File: config.mk
export PLATFORM = sky130hd
export DESIGN_NAME = st7735_spi_rx
export DESIGN_NICKNAME = d
export VERILOG_FILES = /design/src/rtl/st7735_rx_pkg.sv /design/src/rtl/st7735_spi_deser.sv /design/src/rtl/st7735_spi_rx.sv
export SDC_FILE = /design/constraint.sdc
export NUM_CORES = 1
export LEC_CHECK = 0
export ABC_AREA = 1
export BUFFER_PORTS_ARGS = -buffer_cell sky130_fd_sc_hd__buf_2
export CAP_MARGIN = 0
export CORE_ASPECT_RATIO = 1.75
export CORE_MARGIN = 1.5
export CORE_UTILIZATION = 50
export CTS_CLUSTER_SIZE = 24
export DETAILED_ROUTE_END_ITERATION = 8
export PLACE_DENSITY = 0.78
export SLEW_MARGIN = 20
export SYNTH_ARGS = -nofsm -noshare
export SYNTH_HDL_FRONTEND = slang
export SYNTH_SLANG_ARGS = --single-unit
export TNS_END_PERCENT = 5
File: constraint.sdc
create_clock -name sys_clk -period 1.9 [get_ports sys_clk]
set_clock_uncertainty 0.2 [all_clocks]
set_input_delay 0.095 -clock sys_clk [delete_from_list [all_inputs] [get_ports sys_clk]]
set_output_delay 0.095 -clock sys_clk [all_outputs]
set_load 0.005 [all_outputs]
File: src/rtl/st7735_rx_pkg.sv
`default_nettype none
// ============================================================================
// Module      : st7735_rx_pkg
// Description : Shared command codes, decoder state encoding and the window
//               address-advance helper for the ST7735 SPI receive path.
// Revision    : 1.0 - initial release
// ============================================================================
package st7735_rx_pkg;

   localparam logic [7:0] CMD_CASET = 8'h2A;
   localparam logic [7:0] CMD_RASET = 8'h2B;
   localparam logic [7:0] CMD_RAMWR = 8'h2C;

   typedef enum logic [1:0] {
      IDLE  = 2'd0,
      CASET = 2'd1,
      RASET = 2'd2,
      RAMWR = 2'd3
   } state_t;

   // Step one address inside [lo..hi]; reaching hi wraps back to lo.
   // When lo > hi the value simply increments (8-bit wrap) until it hits hi.
   function automatic logic [7:0] wrap_inc(input logic [7:0] cur,
                                           input logic [7:0] lo,
                                           input logic [7:0] hi);
      return (cur == hi) ? lo : cur + 8'd1;
   endfunction

endpackage
`default_nettype wire

File: src/rtl/st7735_spi_deser.sv
`default_nettype none
// ============================================================================
// Module      : st7735_spi_deser
// Description : Synchronises the 4-wire SPI pins into sys_clk, detects sclk
//               and cs edges, and assembles MSB-first bytes tagged with dc.
//               Flags a cs release that leaves a partial byte behind.
// Revision    : 1.0 - initial release
// ============================================================================
module st7735_spi_deser #(
   parameter int SYNC_STAGES = 2
) (
   input  logic       sys_clk,
   input  logic       sys_rst_n,
   input  logic       cs,
   input  logic       dc,
   input  logic       sclk,
   input  logic       mosi,
   output logic       byte_valid,
   output logic [7:0] byte_data,
   output logic       byte_is_data,
   output logic       cmd_valid,
   output logic       frame_err
);

   logic [SYNC_STAGES-1:0] r_cs_sync, r_dc_sync, r_sclk_sync, r_mosi_sync;
   logic r_sclk_prev, r_cs_prev, r_sclk_rise, r_cs_rise, r_cs_low;
   logic r_mosi_q, r_dc_q, r_dc_cap;
   logic [2:0] r_bit_cnt;
   logic [6:0] r_shift;
   logic w_bit, w_last;

   // Synchroniser chains for all four asynchronous pins.
   always_ff @(posedge sys_clk or negedge sys_rst_n) begin
      if (!sys_rst_n) begin
         r_cs_sync   <= '0;
         r_dc_sync   <= '0;
         r_sclk_sync <= '0;
         r_mosi_sync <= '0;
      end else begin
         r_cs_sync   <= {r_cs_sync[SYNC_STAGES-2:0], cs};
         r_dc_sync   <= {r_dc_sync[SYNC_STAGES-2:0], dc};
         r_sclk_sync <= {r_sclk_sync[SYNC_STAGES-2:0], sclk};
         r_mosi_sync <= {r_mosi_sync[SYNC_STAGES-2:0], mosi};
      end
   end

   // Registered edge detect; r_cs_low stays set on the cs-rise cycle so a bit
   // landing together with the cs release still counts.
   always_ff @(posedge sys_clk or negedge sys_rst_n) begin
      if (!sys_rst_n) begin
         r_sclk_prev <= 1'b0;
         r_cs_prev   <= 1'b0;
         r_sclk_rise <= 1'b0;
         r_cs_rise   <= 1'b0;
         r_cs_low    <= 1'b0;
         r_mosi_q    <= 1'b0;
         r_dc_q      <= 1'b0;
      end else begin
         r_sclk_prev <= r_sclk_sync[SYNC_STAGES-1];
         r_cs_prev   <= r_cs_sync[SYNC_STAGES-1];
         r_sclk_rise <= r_sclk_sync[SYNC_STAGES-1] & ~r_sclk_prev;
         r_cs_rise   <= r_cs_sync[SYNC_STAGES-1] & ~r_cs_prev;
         r_cs_low    <= ~r_cs_prev;
         r_mosi_q    <= r_mosi_sync[SYNC_STAGES-1];
         r_dc_q      <= r_dc_sync[SYNC_STAGES-1];
      end
   end

   assign w_bit  = r_sclk_rise & r_cs_low;
   assign w_last = w_bit & (r_bit_cnt == 3'd7);

   // Bit counter, shift register and registered byte/frame-error strobes.
   always_ff @(posedge sys_clk or negedge sys_rst_n) begin
      if (!sys_rst_n) begin
         r_bit_cnt    <= 3'd0;
         r_shift      <= 7'd0;
         r_dc_cap     <= 1'b0;
         byte_valid   <= 1'b0;
         byte_data    <= 8'd0;
         byte_is_data <= 1'b0;
         cmd_valid    <= 1'b0;
         frame_err    <= 1'b0;
      end else begin
         byte_valid <= w_last;
         cmd_valid  <= w_last & ~r_dc_cap;
         frame_err  <= r_cs_rise & ~w_last & (w_bit | (r_bit_cnt != 3'd0));
         if (w_last) begin
            byte_data    <= {r_shift, r_mosi_q};
            byte_is_data <= r_dc_cap;
         end
         if (w_bit) begin
            r_shift   <= {r_shift[5:0], r_mosi_q};
            r_bit_cnt <= r_bit_cnt + 3'd1;
            if (r_bit_cnt == 3'd0) begin
               r_dc_cap <= r_dc_q;
            end
         end else if (!r_cs_low) begin
            r_bit_cnt <= 3'd0;
         end
      end
   end

endmodule
`default_nettype wire

File: src/rtl/st7735_spi_rx.sv
`default_nettype none
// ============================================================================
// Module      : st7735_spi_rx
// Description : ST7735 SPI receive decoder. Recovers tagged command/data
//               bytes and, when ST7735_RX_PIXEL_EN is defined, tracks the
//               CASET/RASET window and expands RAMWR payloads into addressed
//               RGB565 pixel writes. Without the macro the pixel outputs are 0.
// Revision    : 1.0 - initial release
// ============================================================================
module st7735_spi_rx
   import st7735_rx_pkg::*;
#(
   parameter int         SYNC_STAGES = 2,
   parameter logic [7:0] X_MAX       = 8'd127,
   parameter logic [7:0] Y_MAX       = 8'd159
) (
   input  logic        sys_clk,
   input  logic        sys_rst_n,
   input  logic        cs,
   input  logic        dc,
   input  logic        sclk,
   input  logic        mosi,
   output logic        byte_valid,
   output logic [7:0]  byte_data,
   output logic        byte_is_data,
   output logic        cmd_valid,
   output logic        pix_valid,
   output logic [7:0]  pix_x,
   output logic [7:0]  pix_y,
   output logic [15:0] pix_rgb,
   output logic        frame_err
);

   st7735_spi_deser #(
      .SYNC_STAGES (SYNC_STAGES)
   ) u_deser (
      .sys_clk      (sys_clk),
      .sys_rst_n    (sys_rst_n),
      .cs           (cs),
      .dc           (dc),
      .sclk         (sclk),
      .mosi         (mosi),
      .byte_valid   (byte_valid),
      .byte_data    (byte_data),
      .byte_is_data (byte_is_data),
      .cmd_valid    (cmd_valid),
      .frame_err    (frame_err)
   );

`ifdef ST7735_RX_PIXEL_EN
   state_t     r_state;
   logic [2:0] r_pcnt;
   logic [7:0] r_lo_start;
   logic [7:0] r_xs, r_xe, r_ys, r_ye;
   logic [7:0] r_cur_x, r_cur_y, r_hi;
   logic       r_have_hi;

   // Decoder FSM: window registers, RAMWR address walk and pixel strobe.
   always_ff @(posedge sys_clk or negedge sys_rst_n) begin
      if (!sys_rst_n) begin
         r_state    <= IDLE;
         r_pcnt     <= 3'd0;
         r_lo_start <= 8'd0;
         r_xs       <= 8'd0;
         r_xe       <= X_MAX;
         r_ys       <= 8'd0;
         r_ye       <= Y_MAX;
         r_cur_x    <= 8'd0;
         r_cur_y    <= 8'd0;
         r_hi       <= 8'd0;
         r_have_hi  <= 1'b0;
         pix_valid  <= 1'b0;
         pix_x      <= 8'd0;
         pix_y      <= 8'd0;
         pix_rgb    <= 16'd0;
      end else begin
         pix_valid <= 1'b0;
         if (byte_valid && !byte_is_data) begin
            // A command always ends the current state; a dangling high byte is dropped.
            r_pcnt    <= 3'd0;
            r_have_hi <= 1'b0;
            case (byte_data)
               CMD_CASET: r_state <= CASET;
               CMD_RASET: r_state <= RASET;
               CMD_RAMWR: begin
                  r_state <= RAMWR;
                  r_cur_x <= r_xs;
                  r_cur_y <= r_ys;
               end
               default:   r_state <= IDLE;
            endcase
         end else if (byte_valid) begin
            case (r_state)
               CASET, RASET: begin
                  // Only the low bytes matter; extra parameters fall past count 4.
                  if (r_pcnt != 3'd4) begin
                     r_pcnt <= r_pcnt + 3'd1;
                  end
                  if (r_pcnt == 3'd1) begin
                     r_lo_start <= byte_data;
                  end
                  if (r_pcnt == 3'd3) begin
                     if (r_state == CASET) begin
                        r_xs <= r_lo_start;
                        r_xe <= byte_data;
                     end else begin
                        r_ys <= r_lo_start;
                        r_ye <= byte_data;
                     end
                  end
               end
               RAMWR: begin
                  if (!r_have_hi) begin
                     r_hi      <= byte_data;
                     r_have_hi <= 1'b1;
                  end else begin
                     r_have_hi <= 1'b0;
                     pix_valid <= 1'b1;
                     pix_x     <= r_cur_x;
                     pix_y     <= r_cur_y;
                     pix_rgb   <= {r_hi, byte_data};
                     r_cur_x   <= wrap_inc(r_cur_x, r_xs, r_xe);
                     if (r_cur_x == r_xe) begin
                        r_cur_y <= wrap_inc(r_cur_y, r_ys, r_ye);
                     end
                  end
               end
               default: ;
            endcase
         end
      end
   end
`else
   // Deserialiser-only build: window parameters have no consumer here.
   logic w_unused_cfg;
   assign w_unused_cfg = ^{X_MAX, Y_MAX};
   assign pix_valid    = 1'b0;
   assign pix_x        = 8'd0;
   assign pix_y        = 8'd0;
   assign pix_rgb      = 16'd0;
`endif

endmodule
`default_nettype wire

* Yosys cells after proc, flatten, opt, wreduce, memory -nomap -nowiden
Index checks and enable logic that the tools add are counted.
** Word-level totals
- Output and inout bits :: 45
- Logic and storage cells :: 39
- Flip-flop bits (word level) :: 38
- Bits of input ports :: 6
** Cells by class
- Eq/ne operators :: 2
- Muxes and demuxes :: 2
- Add/subtract/negate cells :: 1
- Reductions and logical operators :: 3
- Bitwise gates (word level) :: 12
** Operator list (count)
- $and A1 B1 Y1 :: 7
- $mux W3 :: 2
- $not A1 Y1 :: 4
- $add A3 B1 Y3 const B :: 1
- $eq A3 B3 Y1 const B :: 1
- $logic_not A3 Y1 :: 1
- $reduce_bool A3 Y1 :: 1
- $ne A2 B2 Y1 const B :: 1
- $reduce_and A2 Y1 :: 1
- $or A1 B1 Y1 :: 1

* Longest topological paths before layout
- Depth in word-level cells :: 5
- Depth in mapped cells :: 7
- Depth with buffers taken out :: 7

* By module
Synthesis repeated with hierarchy kept, for this count alone.
** Second synthesis, totals
- Cell total of the unflattened synthesis :: 149
- Area total of the unflattened synthesis :: 1620.3 um^2
** Modules (own cells, without submodules)
- st7735_spi_deser :: sequential area each 950.9 um^2, cells an instance 115, area each 1368.8 um^2, times used 1
- st7735_spi_rx :: sequential area each 0.0 um^2, cells an instance 34, area each 251.5 um^2, times used 1

* Worst setup path after synthesis
Ideal clock, no wire load.
- Path type :: reg2reg
- Start point :: register u_deser.r_bit_cnt[0]
- End point :: register u_deser.frame_err
- Required time :: 1.629 ns
- Path buffers :: 1
- Library setup time :: 0.071 ns
- Slack :: 0.493 ns
- Period minus slack after synthesis :: 1.407 ns
- Arrival time :: 1.136 ns
- Cell stages (with the launch flop) :: 7
- Cell sequence :: dfrtp_1 ha_1 ha_1 nand3_4 buf_6 nand2_1 nor2_1
** On the way
- Longest elaborated chain between the ends :: 5
- Elaborated cells between the ends (all ways) :: 7
- Classes of those cells :: eq/ne: 1; bitwise: 5; reduce/logical: 1
** RTL lines
- start, declared :: RTL line st7735_spi_deser.sv:28 : logic [2:0] r_bit_cnt;
- start signal, assigned :: RTL line st7735_spi_deser.sv:93 : r_bit_cnt <= r_bit_cnt + 3'd1;
- $eq A3 B3 Y1 :: RTL line st7735_spi_deser.sv:70 : assign w_last = w_bit & (r_bit_cnt == 3'd7);
- $and A1 B1 Y1 :: RTL line st7735_spi_deser.sv:70
- $not A1 Y1 :: RTL line st7735_spi_deser.sv:86 : frame_err <= r_cs_rise & ~w_last & (w_bit | (r_bit_cnt != 3'd0));
- $and A1 B1 Y1 :: RTL line st7735_spi_deser.sv:86
- $and A1 B1 Y1 * :: RTL line st7735_spi_deser.sv:86
- end signal, assigned :: RTL line st7735_spi_deser.sv:86
- end, declared :: RTL line st7735_spi_deser.sv:22 : output logic frame_err
Mark *: on every way between the ends. The rest lies on a longest branch, timed or not.
A chain may end at the register's enable or synchronous reset.

* Worst setup path in the final report
- Start point :: register u_deser.r_bit_cnt[0]
- End point :: register u_deser.byte_is_data
** On the way
- Longest elaborated chain between the ends :: 2
** RTL lines
- $eq A3 B3 Y1 :: RTL line st7735_spi_deser.sv:70
- $and A1 B1 Y1 :: RTL line st7735_spi_deser.sv:70
- named net u_deser.w_last :: RTL line st7735_spi_deser.sv:30 : logic w_bit, w_last;
- end signal, assigned :: RTL line st7735_spi_deser.sv:89 : byte_is_data <= r_dc_cap;
- end, declared :: RTL line st7735_spi_deser.sv:20 : output logic byte_is_data,
The timed path passes the listed nets, and every way through them passes these cells.

==> results_dict.tcl <==
set metrics [dict create \
    status "finished clean" \
    cts_made_buffers 5 \
    cts_resized 0 \
    std_cell_rows 27 \
    cts.clk_slew.worst_paths_ns 0.07 \
    setup_tns_ns 0 \
    grt_max_degree 39 \
    synth-edff-count 0 \
    required_ns 1.88 \
    power_density_nw_per_um2 948 \
    clk_path_buf_depth 2 \
    cts_tree "done" \
    cpMaxStageDelayCell "dfrtp_1" \
    synth_warnings 0 \
    yosysTopAreaCell "dfrtp_1" \
    syn_inst 149 \
    regArea_um2 951 \
    synthFlopType "dfrtp_1" \
    wl_per_cell_um 9.34 \
    ir_drop_uv 702 \
    cp-end-kind "register" \
    synth-seq-cells 38 \
    vias 912 \
    dr.pass1.iters 3 \
    insertion_delay_ns 0.28 \
    postPlaceCellArea_um2 1610 \
    via_per_inst 4.16 \
    hold_viol 0 \
    max-slew-margin-rel 0.471 \
    dp_hpwl_um 1490 \
    leakagePower_nw 0.966 \
    multi_input_area_um2 455 \
    dieArea_um2 3600 \
    routabilityCongestion 0.733 \
    post-route-period-util 0.806 \
    cts.sinks 38 \
    synth_area_leaders "dfrtp_1 59%, buf_4 15%, o21ai_2 7.0%" \
    power_w 0.00167 \
    ys_async_sr_fraction 1.00 \
    start_kind "register" \
    num-nets-final 184 \
    cts_root_buf "clkbuf_8" \
    ys_seq_area_frac 0.587 \
    fmax_ghz 0.653 \
    cp_num_buf_inv 1 \
    die_h_um 78.3 \
    antenna_found_initial 0 \
    cts_setup_buffers 0 \
    path_delay_family "adder cells" \
    final-setup-viol-count 0 \
    numPortBuffers 17 \
    drv_slew 0 \
    antenna_left 0 \
    cts_hold_buf 5 \
    h-tree-depth 2 \
    max_stage_delay_ns 0.39 \
    syn_area_per_cell_um2 10.9 \
    ios 51 \
    crit_chain "ha_1, ha_1, nand3_4, inv_1, nand2_1, nand2_1" \
    drtIter0Drc 7 \
    worstSetupPathType "register to register" \
    syn_area_um2 1620 \
    grt_pass1_wl_um 3490 \
    track_usage 0.135 \
    max-cap-violations 0 \
    grt_setup_unrepaired "false" \
    start_util 0.521 \
    core_um2 3110 \
    hold_path_class "register to register" \
    synth.top_cell.area_share 0.587 \
    final_core_util 0.568 \
    cp_max_fo 19 \
    die_w_um 46.0 \
    min_period_ns 1.53 \
    stdcell_area_um2 1770 \
    nFillCells 291 \
    synth.most_common_cell "dfrtp_1" \
    synthTopCellsByCount "38 x dfrtp_1, 33 x buf_4, 29 x nand2_1" \
    ys_types 14 \
    drive_gt1_frac 0.222 \
    grt_pass1_vias 830 \
    synthToLayoutAreaGrowth_pct 8.96 \
    grt_remaining_overflow 0 \
    antenna_cells 0 \
    cp_data_arrival_time_ns 1.51 \
    post-route-drc-count 0 \
    worst_slew_pin_slew_ns 0.793 \
    wl_um 2050 \
]
==> worst paths after layout <==
kind                       slack (ns)  depth (start not counted)                              from                                to
max                              0.37                          6  u_deser.r_bit_cnt[0]$_DFFE_PN0P_  u_deser.byte_is_data$_DFFE_PN0P_
max reg2reg                      0.37                          6  u_deser.r_bit_cnt[0]$_DFFE_PN0P_  u_deser.byte_is_data$_DFFE_PN0P_
max in group asynchronous        0.76                          2                         sys_rst_n    u_deser.r_dc_sync[1]$_DFF_PN0_
min reg2reg                      0.14                          0    u_deser.r_dc_sync[1]$_DFF_PN0_          u_deser.r_dc_q$_DFF_PN0_
min                              0.14                          0    u_deser.r_dc_sync[1]$_DFF_PN0_          u_deser.r_dc_q$_DFF_PN0_
min in group asynchronous        0.23                          2                         sys_rst_n    u_deser.r_shift[2]$_DFFE_PN0P_
==> sequential cells by signal, indices dropped and copies added (netlist names), 2 cells and up <==
register and cells:
u_deser.byte_data 8, u_deser.r_bit_cnt 3, u_deser.r_cs_sync 2, u_deser.r_dc_sync 2, u_deser.r_mosi_sync 2, u_deser.r_sclk_sync 2
u_deser.r_shift 7
==> logic make-up (layout without fill, tap and decap cells) <==
group                      count (synthesis)  count (layout)  synth area share
other                                      1              33           0.00231
DFF                                       38              38             0.587
and+or+nand+nor                           38              38            0.0988
AOI/OAI and AO/OA                         17              17            0.0826
buffers and inverters                     52              47             0.206
adders and majority gates                  3               3            0.0232
==> cell type report <==
type	instances	area share
clock inverter	1	0.0170
sequential	38	0.539
tap	43	0.0305
multi-input combinational	91	0.258
timing repair buffer	22	0.0765
inverter	17	0.0361
clock buffer	7	0.0432
==> through the flow <==
stage	hold WS, ns	setup WS [ns]	cells
final	0.144	0.369	219
after global routing	0.151	0.247	219
after CTS	0.146	0.350	219
after global placement	0.00397	0.445	206
after floorplan	-0.401	0.493	181
after detailed placement	0.00489	0.359	206
==> cell usage in the layout (no fill, tap or decap), drive strengths merged <==
| cell type | count |
|---|---|
| nor2 | 6 |
| dlygate4sd3 | 5 |
| conb | 33 |
| nand3 | 2 |
| clkbuf | 7 |
| nand2 | 30 |
| bufinv | 1 |
| ha | 3 |
| inv | 17 |
| buf | 17 |
| o21ai | 17 |
| dfrtp | 38 |
==> per-layer routing <==
metal / global-route usage / wire, µm
met5: 0 / 0
met3: 0.0552 / 135
met4: 0.0600 / 43
met1: 0.144 / 748
met2: 0.222 / 1120
==> report_power, final <==
part | internal (W) | switching [W]
clock network | 0.000392 | 0.000243
logic | 0.0000456 | 0.0000964
registers | 0.000866 | 0.0000305
Note: power is estimated with default switching activity, not from simulation.
